[src/rtl/cont_rx_expander.sv]
// cont_rx_expander: undoes CONT compression on the receive stream.
// Optional stats via `CONT_RX_STATS_EN (junk_count / cont_count).
//
// Ports:
//   clk, rst (async, active-low), phy_ready (link up)
//   rx_din/rx_is_k   : raw received dword and K flags (bit 0 = primitive)
//   exp_dout/exp_is_k: expanded dword and flags, exp_valid = phy_ready
//   cont_active      : output dword belongs to a CONT run
//   held_prim        : last repeatable primitive latched
//   cont_err         : pulse on orphan CONT or run length overflow
//   junk_count       : saturating count of suppressed junk dwords
//   cont_count       : saturating count of CONT runs entered
module cont_rx_expander #(
    parameter int JUNK_LIMIT = 0,
    parameter int CNT_W      = 16
) (
    input  logic             clk,
    input  logic             rst,
    input  logic             phy_ready,
    input  logic [31:0]      rx_din,
    input  logic [3:0]       rx_is_k,
    output logic [31:0]      exp_dout,
    output logic [3:0]       exp_is_k,
    output logic             exp_valid,
    output logic             cont_active,
    output logic [31:0]      held_prim,
    output logic             cont_err,
    output logic [CNT_W-1:0] junk_count,
    output logic [CNT_W-1:0] cont_count
);

    localparam logic [31:0] P_ALIGN  = 32'h7B4A_4ABC;
    localparam logic [31:0] P_CONT   = 32'h9999_AA7C;
    localparam logic [31:0] P_SYNC   = 32'hB5B5_957C;
    localparam logic [31:0] P_R_RDY  = 32'h4A4A_957C;
    localparam logic [31:0] P_R_IP   = 32'h5555_B57C;
    localparam logic [31:0] P_R_ERR  = 32'h5656_B57C;
    localparam logic [31:0] P_R_OK   = 32'h3535_B57C;
    localparam logic [31:0] P_X_RDY  = 32'h5757_B57C;
    localparam logic [31:0] P_WTRM   = 32'h5858_B57C;
    localparam logic [31:0] P_HOLD   = 32'hD5D5_AA7C;
    localparam logic [31:0] P_HOLDA  = 32'h9595_AA7C;
    localparam logic [31:0] P_PREQ_S = 32'h7575_957C;
    localparam logic [31:0] P_PREQ_P = 32'h1717_B57C;

    localparam logic [1:0] ST_IDLE  = 2'd0;
    localparam logic [1:0] ST_ARMED = 2'd1;
    localparam logic [1:0] ST_CONT  = 2'd2;

    // Holds 0..JUNK_LIMIT+1; with no limit it only needs to saturate.
    localparam int RUN_W = $clog2(JUNK_LIMIT + 2);

    function automatic logic rep_prim(input logic [31:0] d);
        logic r;
        case (d)
            P_SYNC, P_R_RDY, P_R_IP, P_R_ERR, P_R_OK,
            P_X_RDY, P_WTRM, P_HOLD, P_HOLDA,
            P_PREQ_S, P_PREQ_P: r = 1'b1;
            default:            r = 1'b0;
        endcase
        return r;
    endfunction

    logic [1:0]       st_q, st_d;
    logic [31:0]      held_q, held_d;
    logic [RUN_W-1:0] run_q, run_d, run_inc;
    logic [31:0]      dout_d;
    logic [3:0]       isk_d;
    logic             err_d;
    logic             act_d;
    logic             junk_inc;
    logic             cont_inc;

    logic is_k, is_align, is_cont, is_rep, over;

    assign is_k     = rx_is_k[0];
    assign is_align = is_k && (rx_din == P_ALIGN);
    assign is_cont  = is_k && (rx_din == P_CONT);
    assign is_rep   = is_k && rep_prim(rx_din);
    assign run_inc  = (&run_q) ? run_q : run_q + 1'b1;
    // Next junk dword would push the run past the limit.
    assign over     = (JUNK_LIMIT != 0) &&
                      (run_q >= RUN_W'(JUNK_LIMIT));

    always_comb begin
        st_d     = st_q;
        held_d   = held_q;
        run_d    = run_q;
        dout_d   = rx_din;
        isk_d    = rx_is_k;
        err_d    = 1'b0;
        junk_inc = 1'b0;
        cont_inc = 1'b0;
        if (!phy_ready) begin
            st_d   = ST_IDLE;
            dout_d = '0;
            isk_d  = '0;
        end else if (!is_align) begin
            unique case (st_q)
                ST_IDLE: begin
                    if (is_rep) begin
                        st_d   = ST_ARMED;
                        held_d = rx_din;
                    end else if (is_cont) begin
                        err_d = 1'b1;
                    end
                end
                ST_ARMED: begin
                    if (is_rep) begin
                        held_d = rx_din;
                    end else if (is_cont) begin
                        st_d     = ST_CONT;
                        dout_d   = held_q;
                        isk_d    = 4'b0001;
                        run_d    = '0;
                        cont_inc = 1'b1;
                    end else begin
                        st_d = ST_IDLE;
                    end
                end
                ST_CONT: begin
                    unique case (1'b1)
                        !is_k: begin
                            if (over) begin
                                err_d = 1'b1;
                                st_d  = ST_IDLE;
                            end else begin
                                dout_d   = held_q;
                                isk_d    = 4'b0001;
                                run_d    = run_inc;
                                junk_inc = 1'b1;
                            end
                        end
                        is_cont: begin
                            dout_d = held_q;
                            isk_d  = 4'b0001;
                        end
                        is_rep: begin
                            st_d   = ST_ARMED;
                            held_d = rx_din;
                        end
                        default: st_d = ST_IDLE;
                    endcase
                end
                default: st_d = ST_IDLE;
            endcase
        end
        act_d = (st_d == ST_CONT);
    end

    always_ff @(posedge clk or negedge rst) begin
        if (!rst) begin
            st_q        <= ST_IDLE;
            held_q      <= '0;
            run_q       <= '0;
            exp_dout    <= '0;
            exp_is_k    <= '0;
            exp_valid   <= 1'b0;
            cont_active <= 1'b0;
            cont_err    <= 1'b0;
        end else begin
            st_q        <= st_d;
            held_q      <= held_d;
            run_q       <= run_d;
            exp_dout    <= dout_d;
            exp_is_k    <= isk_d;
            exp_valid   <= phy_ready;
            cont_active <= act_d;
            cont_err    <= err_d;
        end
    end

    assign held_prim = held_q;

`ifdef CONT_RX_STATS_EN
    logic [CNT_W-1:0] junk_q, cont_q;

    always_ff @(posedge clk or negedge rst) begin
        if (!rst) begin
            junk_q <= '0;
            cont_q <= '0;
        end else begin
            if (junk_inc && !(&junk_q))
                junk_q <= junk_q + 1'b1;
            if (cont_inc && !(&cont_q))
                cont_q <= cont_q + 1'b1;
        end
    end

    assign junk_count = junk_q;
    assign cont_count = cont_q;
`else
    logic stats_unused;
    assign stats_unused = junk_inc ^ cont_inc;
    assign junk_count   = '0;
    assign cont_count   = '0;
`endif

endmodule

[config.mk]
export PLATFORM = sky130hd
export DESIGN_NAME = cont_rx_expander
export DESIGN_NICKNAME = d
export VERILOG_FILES = /design/src/rtl/cont_rx_expander.sv
export SDC_FILE = /design/constraint.sdc
export NUM_CORES = 1
export LEC_CHECK = 0
export BUFFER_PORTS_ARGS = -buffer_cell sky130_fd_sc_hd__buf_2
export CAP_MARGIN = 20
export CORE_MARGIN = 10
export CORE_UTILIZATION = 50
export DETAILED_ROUTE_END_ITERATION = 16
export PLACE_DENSITY = 0.79
export SYNTH_ARGS = -nofsm -noshare
export SYNTH_HDL_FRONTEND = slang
export SYNTH_SLANG_ARGS = --single-unit
export TNS_END_PERCENT = 30
[constraint.sdc]
create_clock -name clk -period 2.6 [get_ports clk]
set_clock_uncertainty 0.15 [all_clocks]
set_input_delay 0.39 -clock clk [delete_from_list [all_inputs] [get_ports clk]]
set_output_delay 0.39 -clock clk [all_outputs]
set_load 0.02 [all_outputs]
### After elaboration in Yosys (flattened, before gate mapping)

Index checks and enable logic that the tools add are counted.

* register bits after elaboration: 73
* bits in latches: 0
* RAM bits: 0
* ROM bits: 0
* output and inout port bits: 103
* word-level logic and storage cells: 60
* memories: 0

* add/subtract/negate cells: 0
* $mul: 0
* div/mod/pow operators: 0
* magnitude comparators: 0
* equality and inequality tests: 16
* shifts and indexed selects: 0
* mux-type cells: 28
* bitwise logic cells: 1
* reduce and logical (&&, ||, !) cells: 8

Operators with widths (number)
* == test 32 x 31 -> 1 bit (second input constant): 7
* two-way mux 32 bit: 5
* == test 32 bit (second input constant): 4
* case mux 32 bit (2 select lines): 2
* == test 32 x 29 -> 1 bit (second input constant): 1
* == test 32 x 30 -> 1 bit (second input constant): 1
* two-way mux 4 bit: 5
* case mux 4 bit (2 select lines): 2
* two-way mux 2 bit: 6
* case mux 2 bit (3 select lines): 2
* OR reduction 11 bit: 1
* two-way mux 1 bit: 6
* == test 2 bit (second input constant): 2
* AND reduction 4 bit: 1
* logical AND 1 bit: 3
* OR reduction 3 bit: 1
* == test 2 x 1 -> 1 bit (second input constant): 1
* logical NOT 2 bit: 1
* logical NOT 1 bit: 1
* inverter 1 bit: 1

### Logic depth before layout (Yosys ltp)

Gate-level depths: netlist of run 1.

* word-level depth: 9
* mapped depth: 11

### Worst setup path before layout of run 1

Ideal clock, no wire load.

* kind: in2reg
* from: in rx_din[24]
* to: reg held_q[10], in the netlist held_prim[10]
* arrival time: 2.249 ns
* required time: 2.325 ns
* path slack: 0.076 ns
* stages on the path: 9
* path buffers: 2
* cell sequence: buf_2 nand4bb_1 a2bb2oi_1 a211o_2 a211oi_2 o21bai_2 nand4_4 buf_6 mux2_4

* word-level cells in the longest chain between the ends: 5
* elaborated cells on any way between the ends: 18
* those cells by class: 12 x eq/ne; 1 x mux; 1 x bitwise; 4 x reduce/logical

Ends and longest elaborated chain
* start: declaration: RTL line 20 `input logic [31:0] rx_din,`
* == test 32 bit (tied with other cells): RTL line 55 `case (d)`
* OR reduction 11 bit: RTL line 55
* two-way mux 1 bit: RTL line 55
* logical AND 1 bit: RTL line 79 `assign is_rep = is_k && rep_prim(rx_din);`
* AND reduction 4 bit (no source line) *
* end signal: assignment: RTL line 163 `held_q <= held_d;`
* end: declaration: RTL line 65 `logic [31:0] held_q, held_d;`

Every way passes the cells marked *; elsewhere a longest branch is shown, timed or not.
A chain may end at the register's enable or synchronous reset.

### Worst setup path in the final report of run 1

* from: in rx_din[17]
* to: reg held_q[8], in the netlist held_prim[8]

The elaborated chain is that of the path after synthesis.

==> results, run 1 <==
- The floorplan step set the die width to 108 um.
- The number of placed I/O pins is 142.
- The worst path arrival time is around 2.6 ns.
- The multi-input combinational cells in the finished layout cover a total of 1750 um2.
- The worst setup path is launched from an input pin.
- The region available for standard cell placement spans 7690 um2.
- The compound-gate portion of the synthesized area is 0.177.
- For this run, the total global-route usage over all layers was measured as 0.172.
- Of the total synthesized cell area, the portion taken by full adders, half adders and majority gates is 0.0128.
- In this run the deepest clock path goes through 2 buffers.
- The clock latency at the later pin of the worst-skew pair is approximately 0.34 ns.
- The cell-internal power is 0.00165 W.
- The final standard cell area without fillers is 4830 um2.
- The power per standard cell area is 466 nW/um2.
- The number of antenna repair diodes is 0.
- The tree is rooted in a sky130_fd_sc_hd__clkbuf_8.
- The number of DRC violations after detailed routing is 0.
- Dividing the detail-routed wire length by the instance count gives 17.8 um.
- The count of TritonRoute iterations in the first routing pass is 4.
- The worst setup path is of the input pin to flip-flop kind.
- The post-layout net count is 501.
- Along the worst path, the maximum fanout reaches 8.
- The Yosys step of the flow raised 0 warnings.
- The worst-case IR drop observed on VDD is 254 uV.
- The signal on the critical path passes through buf_2 > or4_1 > o41ai_2 > a21oi_1 > a211oi_2 > o21bai_2 > nand4_4 > buf_4 > mux2_4.
- The area used by sequential logic in the layout is around 1800 um2.
- Tracing the worst setup path back leads to its startpoint at rx_din[17].
- Across all register-to-register paths, the minimum setup slack is between 0.6 and 0.7 ns.
- From bottom edge to top edge, the die measures 108 um.
- Based on the critical path, the design can be clocked at up to 401 MHz.
- Of the total power, the share spent switching nets is 0.267.
- The worst min-delay path category is input pin to asynchronous set/reset pin.
- Of the total synthesized cell area, the portion taken by XOR and XNOR cells is 0.00224.
- Counting flops with a built-in enable in the synthesized netlist gives 0.
- The starting density of the core is 0.509.
- Counting tap cells, the placed design contains a total of between 500 and 600 instances.
- At the end of routability-driven placement, the weighted congestion stood at 0.870.
- The cell area after placement is 4660 um2.
- In this run, CTS created clock tree buffers numbering 9.
- Using the TritonRoute via totals, the vias-per-cell ratio works out to around 5.2.
- The net switching power of the design is 0.000601 W.
- The number of placement rows is 32.
- The HPWL after detailed placement is 7600 um.
- After synthesis, the cell types taking the most area are sky130_fd_sc_hd__dfrtp_1, sky130_fd_sc_hd__mux2_4, sky130_fd_sc_hd__a22o_1, sky130_fd_sc_hd__buf_4, sky130_fd_sc_hd__a21o_1.
- For this block, the via count after detailed routing is roughly 3.0k.
- The number of port buffers is 109.
- The endpoint of the worst setup timing path is held_prim[8].
- The run finished with clean final reports.
- The overall power after layout is 0.00225 W.
- The clock net in this run drives a total of 73 sinks.
- Summed over all layers, the routed wires come to 10,000 um.
- The share of flip-flops with an asynchronous set or reset is 1.00.
- The cell area after synthesis is a little under 4000 um2.
- Counting distinct cell types in the post-synthesis netlist gives 54.
- The count of cells along the worst register-to-register path is 7.
- STA classifies the critical path endpoint as a flip-flop.
- In the finished design, the share of the clock period the worst path needs comes to 0.959.
- The critical-path cell with the highest stage delay is sky130_fd_sc_hd__or4_1.
- The finished layout holds 564 standard cells, fillers aside.
- The count of nets left with antenna violations once routing finished came out at 0.
- In this run the tightest slew margin relative to its limit is 0.410.
- The final-layout setup total negative slack is 0 ns.
- The deepest level of the CTS H-tree is 3.
- The number of setup violations in the final report is 0.
- The number of max-slew violations in the final report is 0.
- For this run, the register share of the synthesized area comes to 0.467.
- The combinational family with the most area after synthesis is compound AO/OA/AOI/OAI gates.
- Entering global routing, the biggest net connects 74 pins.
- The portion of synthesized area spent on multiplexers is 0.0825.
- The sequential power share is 0.520.
- The combinational fraction of design power is 0.143.
- Of the total synthesized cell area, the portion taken by AND, OR, NAND and NOR gates is 0.142.
- The die covers 11,800 um2.
- The count of final hold-check violations is 0.
- The end of the worst register-to-register path is exp_dout[11].
- The cell count after synthesis is about 320.
- For the worst setup path, the data required time is 2.68 ns.
- The largest stage delay on the critical path is 0.54 ns.
- Clock-pin slew was measured on the worst setup and hold paths at 0.07 ns.
- The clock period could shrink to 2.49 ns.
- The number of buffers inserted by post-CTS setup repair is 0.
- Among all flip-flop cells after synthesis, the most frequent one is sky130_fd_sc_hd__dfrtp_1.
- The number of storage elements in the synthesis netlist is 73.
- The first global-routing pass estimated 16,100 um of wire.
- Counting the fill cells in the layout gives 627.
- In this run the static leakage power is ~2.8 nW.
- The cell type with the highest aggregate area in the netlist is sky130_fd_sc_hd__dfrtp_1.
- The proportion of power drawn by the clock network is 0.338.
- Compared with the post-synthesis result, the final layout area differs by 23.5%.
- The number of violations reported at the end of detailed-routing iteration 0 is 164.
- The initial antenna violation count is 0.
- For the pin with the worst max-slew slack, the measured transition is 0.885 ns.
- In this run the mean area of a mapped cell was 12.4 um2.
- Of the cells placed in the final design, the portion with a size suffix greater than 1 is 0.437.
- Max-cap violations in this run came to 0.
- The fraction of post-synthesis cell area in the top cell type by area is 0.467.
- The total grt overflow is 0.
- Setup repair after global routing left no endpoint under its margin.
- The CTS tree is yes.
- The via count of the first global-routing pass is around 3.2k.
- The startpoint identified for the worst register-to-register timing path is st_q[1].
## final cells by class
class / count / area share
Clock buffer: 12 / 0.0300
Clock inverter: 3 / 0.00363
Inverter: 4 / 0.00311
Multi-Input combinational cell: 218 / 0.363
Sequential cell: 73 / 0.378
Tap cell: 102 / 0.0264
Timing Repair Buffer: 152 / 0.196
## timing repair
action / 4_1_cts / 5_1_grt
gates resized for setup: 0 / 1
endpoints found under the setup margin: 0 / 9
hold buffers: 0 / 0
## synth_stat cells, drive strengths merged, types with 6 or more instances
cell type and number:
a21o 32, a21oi 7, a22o 32, and2 8, buf 46, dfrtp 73
mux2 22, nand2 8, nand2b 7, nand4 6, nand4bb 9
## worst max-delay path: cells and delay by family
kind / cells / cell delay, ns
compound gates: 4 / 0.81
buf+inv: 2 / 0.35
mux: 1 / 0.31
simple gates: 2 / 0.71
## cells by family (layout without fill, tap and decap cells)
group                    after synthesis  after routing
flip-flops                            73             73
multiplexers                          22             22
XOR/XNOR                               1              1
AND/OR/NAND/NOR                       72             72
buffers and inverters                 55            171
AO/OA/AOI/OAI                         87             87
adder cells (fa/ha/maj)                4              4
other                                  1             32
## sequential cells by signal (all words and copies together) (netlist names)
name,cells
held_prim,32
cont_err,1
cont_active,1
exp_dout,32
st_q,2
exp_is_k,4
exp_valid,1
## worst min-delay path by stage
stage | from | to | slack, ns | cells after the start
global route | rst | exp_dout[2] | 0.08 | 1
detailed placement | held_prim[2] | held_prim[2] | 0.37 | 1
floorplan | rst | cont_active | -0.06 | 0
CTS | rst | exp_dout[3] | 0.06 | 1
finish | rst | exp_dout[2] | 0.01 | 1
global placement | held_prim[6] | held_prim[6] | 0.36 | 1
## power by group through the flow
stage / Clock [W] / Combinational, W / Sequential [W]
after CTS: 0.000778 / 0.000321 / 0.00117
final: 0.000760 / 0.000321 / 0.00117
after floorplan: 0 / 0.000165 / 0.00123
after global placement: 0 / 0.000314 / 0.00119
after detailed placement: 0 / 0.000319 / 0.00119
after global routing: 0.000843 / 0.000348 / 0.00117
## layer usage
metal	GRT usage	routed length, um	vias up
li1	-	-	1393
met1	0.205	4160	1442
met2	0.295	5050	114
met3	0.0428	680	8
met4	0.0584	124	0
met5	0	0	-
## stage by stage
step                setup WS, ns  utilization  hold WS (ns)
floorplan                 0.0761            -       -0.0556
global placement          -0.131        0.606         0.355
detailed placement        -0.199        0.606         0.366
CTS                       0.0389        0.628        0.0552
global route              0.0247        0.629        0.0839
finish                     0.106        0.629        0.0131
## layout by cell type (no fill, tap or decap), types with 2 or more instances in the layout
master                      count
sky130_fd_sc_hd__buf_2        108
sky130_fd_sc_hd__dfrtp_1       73
sky130_fd_sc_hd__buf_4         38
sky130_fd_sc_hd__a22o_1        32
sky130_fd_sc_hd__conb_1        32
sky130_fd_sc_hd__a21o_1        30
sky130_fd_sc_hd__mux2_4        20
sky130_fd_sc_hd__clkbuf_8      10
sky130_fd_sc_hd__nand2_1        8
sky130_fd_sc_hd__nand4bb_1      8
sky130_fd_sc_hd__and2_1         8
sky130_fd_sc_hd__a21oi_1        7
sky130_fd_sc_hd__nand2b_1       7
sky130_fd_sc_hd__buf_12         6
sky130_fd_sc_hd__nand4_1        5
sky130_fd_sc_hd__nor4bb_1       4
sky130_fd_sc_hd__nor2_1         4
sky130_fd_sc_hd__nand3_1        4
sky130_fd_sc_hd__inv_1          4
sky130_fd_sc_hd__nor4_1         4
sky130_fd_sc_hd__ha_1           4
sky130_fd_sc_hd__nor3_1         3
sky130_fd_sc_hd__and4bb_1       2
sky130_fd_sc_hd__or4_1          2
sky130_fd_sc_hd__o21a_1         2
sky130_fd_sc_hd__nor2b_2        2
sky130_fd_sc_hd__a21o_2         2
sky130_fd_sc_hd__o21ai_0        2
sky130_fd_sc_hd__and4_1         2
sky130_fd_sc_hd__mux2_2         2
sky130_fd_sc_hd__clkbuf_1       2
sky130_fd_sc_hd__clkinv_2       2
Power figures use the tool's default switching activity.
==> run 2, diff against run 1 <==
--- a/config.mk
+++ b/config.mk
@@ -9,6 +9,8 @@
 export CAP_MARGIN = 20
 export CORE_MARGIN = 10
 export CORE_UTILIZATION = 50
+export CTS_BUF_LIST = sky130_fd_sc_hd__clkbuf_16
+export CTS_CLUSTER_SIZE = 8
 export DETAILED_ROUTE_END_ITERATION = 16
 export PLACE_DENSITY = 0.79
 export SYNTH_ARGS = -nofsm -noshare
==> run 2 against run 1 <==
Final cell count unchanged. Die area unchanged. Clock power up 38%. Via count up 0.47%. Global-route usage up 0.16 points. Non-clock buffer count unchanged. Flip-flop and latch count unchanged. Critical endpoint unchanged. Largest power group unchanged.
==> results, run 2 (synthesis gave the netlist of run 1 again) <==
- The number of max-slew violations in the final report is 0 (unchanged).
- Leaving out fill and tap cells, the most frequent cell in the layout is sky130_fd_sc_hd__buf_2.
- The achievable clock frequency is 399 MHz (-0.54%).
- The total grt overflow is 0 (unchanged).
- The leakage power of the design is 2.81 nW (+1.8%).
- The final routed wirelength across all metal layers is 10,200 um (+1.4%).
- The starting density of the core was 0.509 (unchanged).
- The overall via count from detail_route is 2,971 (+0.47%).
- The number of DRC violations after detailed routing came to 0 (unchanged).
- The post-layout net count is 501 (unchanged).
- The worst-case vdd ir drop is 295 uV (+16%).
- The number of violations reported at the end of detailed-routing iteration 0 is 152 (-7.3%).
- The worst setup path is of the input pin to flip-flop kind.
- The width of the die is 108 um (unchanged).
- The cell type group with the largest total delay on the critical path is compound AO/OA/AOI/OAI gates.
- The critical path startpoint category is an input pin.
- The post-route clock period utilization is 0.964 (+0.00522).
- The number of placed I/O pins is 142 (unchanged).
- The buffering stage count on the worst path with inverters included came to 2 (unchanged).
- The maximum root-to-sink buffer count is 2 (unchanged).
- TritonCTS built the clock tree.
- The number of setup violations in the final report is 0 (unchanged).
- The vertical extent of the die is 108 um (unchanged).
- The normalized max-slew margin is 0.406 (-0.00395).
- The fraction of met1 tracks used by global routing came to 0.206 (+0.00138).
- The worst min-delay path category is input pin to asynchronous set/reset pin.
- The worst setup path is captured at a flip-flop.
- The largest stage delay on the critical path is 0.55 ns (about the same).
- The number of placed instances, taps included is 549 (unchanged).
- The most utilized layer in the global route result is met2.
- The final instance count without filler cells is 564 (unchanged).
- From synthesis to final layout, the design area changed by 25.8%.
- The count of TritonRoute iterations in the first routing pass is 4 (unchanged).
- The floorplan die area is 11,800 um2 (unchanged).
- The library cells used most frequently in the layout, excluding fill and tap cells, are sky130_fd_sc_hd__buf_2, sky130_fd_sc_hd__dfrtp_1, sky130_fd_sc_hd__buf_4.
- Clock tree synthesis selected as its root buffer the cell sky130_fd_sc_hd__clkbuf_16.
- The CTS clock-pin slew for the worst setup and hold paths came to 0.05 ns (-0.02 ns).
- The number of nets with antenna violations after routing was 0 (unchanged).
- The number of placement rows was 32 (unchanged).
- The global-route wire length before repair is 16,300 um (+1.3%).
- The area of the placeable core is 7690 um2 (unchanged).
- The register-to-register setup slack was 0.60 ns (about the same).
- The run finished with clean final reports.
- The mean routed wirelength per cell is 18.0 um (+1.4%).
- The routability-driven placement congestion ratio is 0.870 (unchanged).
- The met2 usage is 0.297 (+0.00259).
- Setup repair after global routing left no endpoint under its margin.
- The deepest level of the CTS H-tree was 3 (unchanged).
- The count of final hold-check violations is 0 (unchanged).
- The clock sink count came to 73 (unchanged).
- The HPWL after detailed placement is 7600 um (unchanged).
- The worst-path maximum fanout is 8 (unchanged).
- The final-layout setup total negative slack came to 0 ns (unchanged).
- The global-route usage over all layers is 0.173 (+0.00159).
- The signal on the critical path passes through buf_2 > or4_1 > o41ai_2 > a21oi_1 > a211oi_2 > o21bai_2 > nand4_4 > buf_4 > mux2_4.
- The power per standard cell area was 517 nW/um2 (+11%).
- The number of buffers inserted during clock tree synthesis is 9 (unchanged).
- The initial antenna violation count is 0 (unchanged).
- The worst path arrival time is 2.57 ns (about the same).
- The average vias per placed instance is 5.27 (+0.47%).
- The maximum number of pins on one net before global-route repair is 74 (unchanged).
- The worst-margin pin slew is 0.891 ns (+0.00592 ns).
- The number of port buffers is 109 (unchanged).
- The clock period minus worst slack came to 2.51 ns (+0.0136 ns).
- The max-capacitance violation count is 0 (unchanged).
- The number of antenna repair diodes is 0 (unchanged).
- The met3 track demand over resource is 0.0327 (-0.0101).
- The critical-path cell with the highest stage delay is sky130_fd_sc_hd__or4_1.
- The required time of the critical path is 2.66 ns (-0.02 ns).
- The clock latency at the later pin of the worst-skew pair came to 0.33 ns (about the same).
- The via count of the first global-routing pass is 3,297 (+2.5%).
- The ratio of cells with drive above 1 in the final layout came to 0.435 (-0.00216).
- The number of inserted filler cells in the final layout is 604 (-3.7%).
[run 2: cell types whose count changed in the layout (fill, tap and decap cells not counted), sizes merged]
cell / change
inv: +2
clkbuf: -3
clkinv: +1
[run 2: worst paths after layout]
path                               from  depth (start not counted)            to
min in group clk             rx_is_k[3]                          2   exp_is_k[3]
setup reg to reg                st_q[0]                          8   exp_dout[0]
max in group asynchronous           rst                          1  exp_dout[18]
hold / removal                      rst                          1   exp_dout[2]
hold reg to reg            held_prim[4]                          1  held_prim[4]
setup / recovery             rx_din[17]                          9  held_prim[8]
[run 2: where the power goes]
| part | internal, W | total (W) | switching (W) |
|---|---|---|---|
| Sequential | 0.00117 | 0.00117 | 0.00000686 |
| Combinational | 0.000122 | 0.000322 | 0.000200 |
| Clock | 0.000625 | 0.00105 | 0.000425 |
| Total | 0.00191 | 0.00255 | 0.000631 |
[run 2: repair_timing]
item	in CTS	in global routing
endpoints found under the hold margin	0	0
setup endpoints to repair	0	24
setup buffers	0	0
resized for setup	0	1
hold buffers	0	0
[run 2: area by class of cell]
class	count	area, um2	area share
Timing Repair Buffer	152	946	0.192
Inverter	4	15.0	0.00305
Clock inverter	6	28.8	0.00584
Sequential cell	73	1830	0.371
Multi-Input combinational cell	218	1750	0.356
Clock buffer	9	225	0.0457
Tap cell	102	128	0.0259
[run 2: metal layers]
| metal | vias up | part of all wire |
|---|---|---|
| li1 | 1391 | - |
| met1 | 1463 | 0.42 |
| met2 | 106 | 0.50 |
| met3 | 11 | 0.063 |
| met4 | 0 | 0.015 |
| met5 | - | 0 |
[run 2: per-stage QoR]
| stage | area [um2] | utilization | total power, W | setup WS [ns] | hold WS, ns |
|---|---|---|---|---|---|
| after floorplan | 4030 | - | 0.00140 | 0.0761 | -0.0556 |
| after global placement | 4660 | 0.606 | 0.00151 | -0.131 | 0.355 |
| after detailed placement | 4660 | 0.606 | 0.00151 | -0.199 | 0.366 |
| after CTS | 4920 | 0.639 | 0.00257 | 0.0197 | 0.0763 |
| after global routing | 4920 | 0.640 | 0.00266 | 0.00361 | 0.122 |
| final | 4920 | 0.640 | 0.00255 | 0.0929 | 0.0309 |
[run 2: worst register-to-register path, cell delays in order, from the launching register on]
cell and delay, ns:
sky130_fd_sc_hd__dfrtp_1 0.41, sky130_fd_sc_hd__inv_1 0.10, sky130_fd_sc_hd__ha_1 0.26, sky130_fd_sc_hd__a21oi_1 0.15, sky130_fd_sc_hd__a21oi_1 0.05, sky130_fd_sc_hd__o21a_1 0.20, sky130_fd_sc_hd__buf_12 0.17, sky130_fd_sc_hd__a21o_2 0.23
sky130_fd_sc_hd__a22o_1 0.17
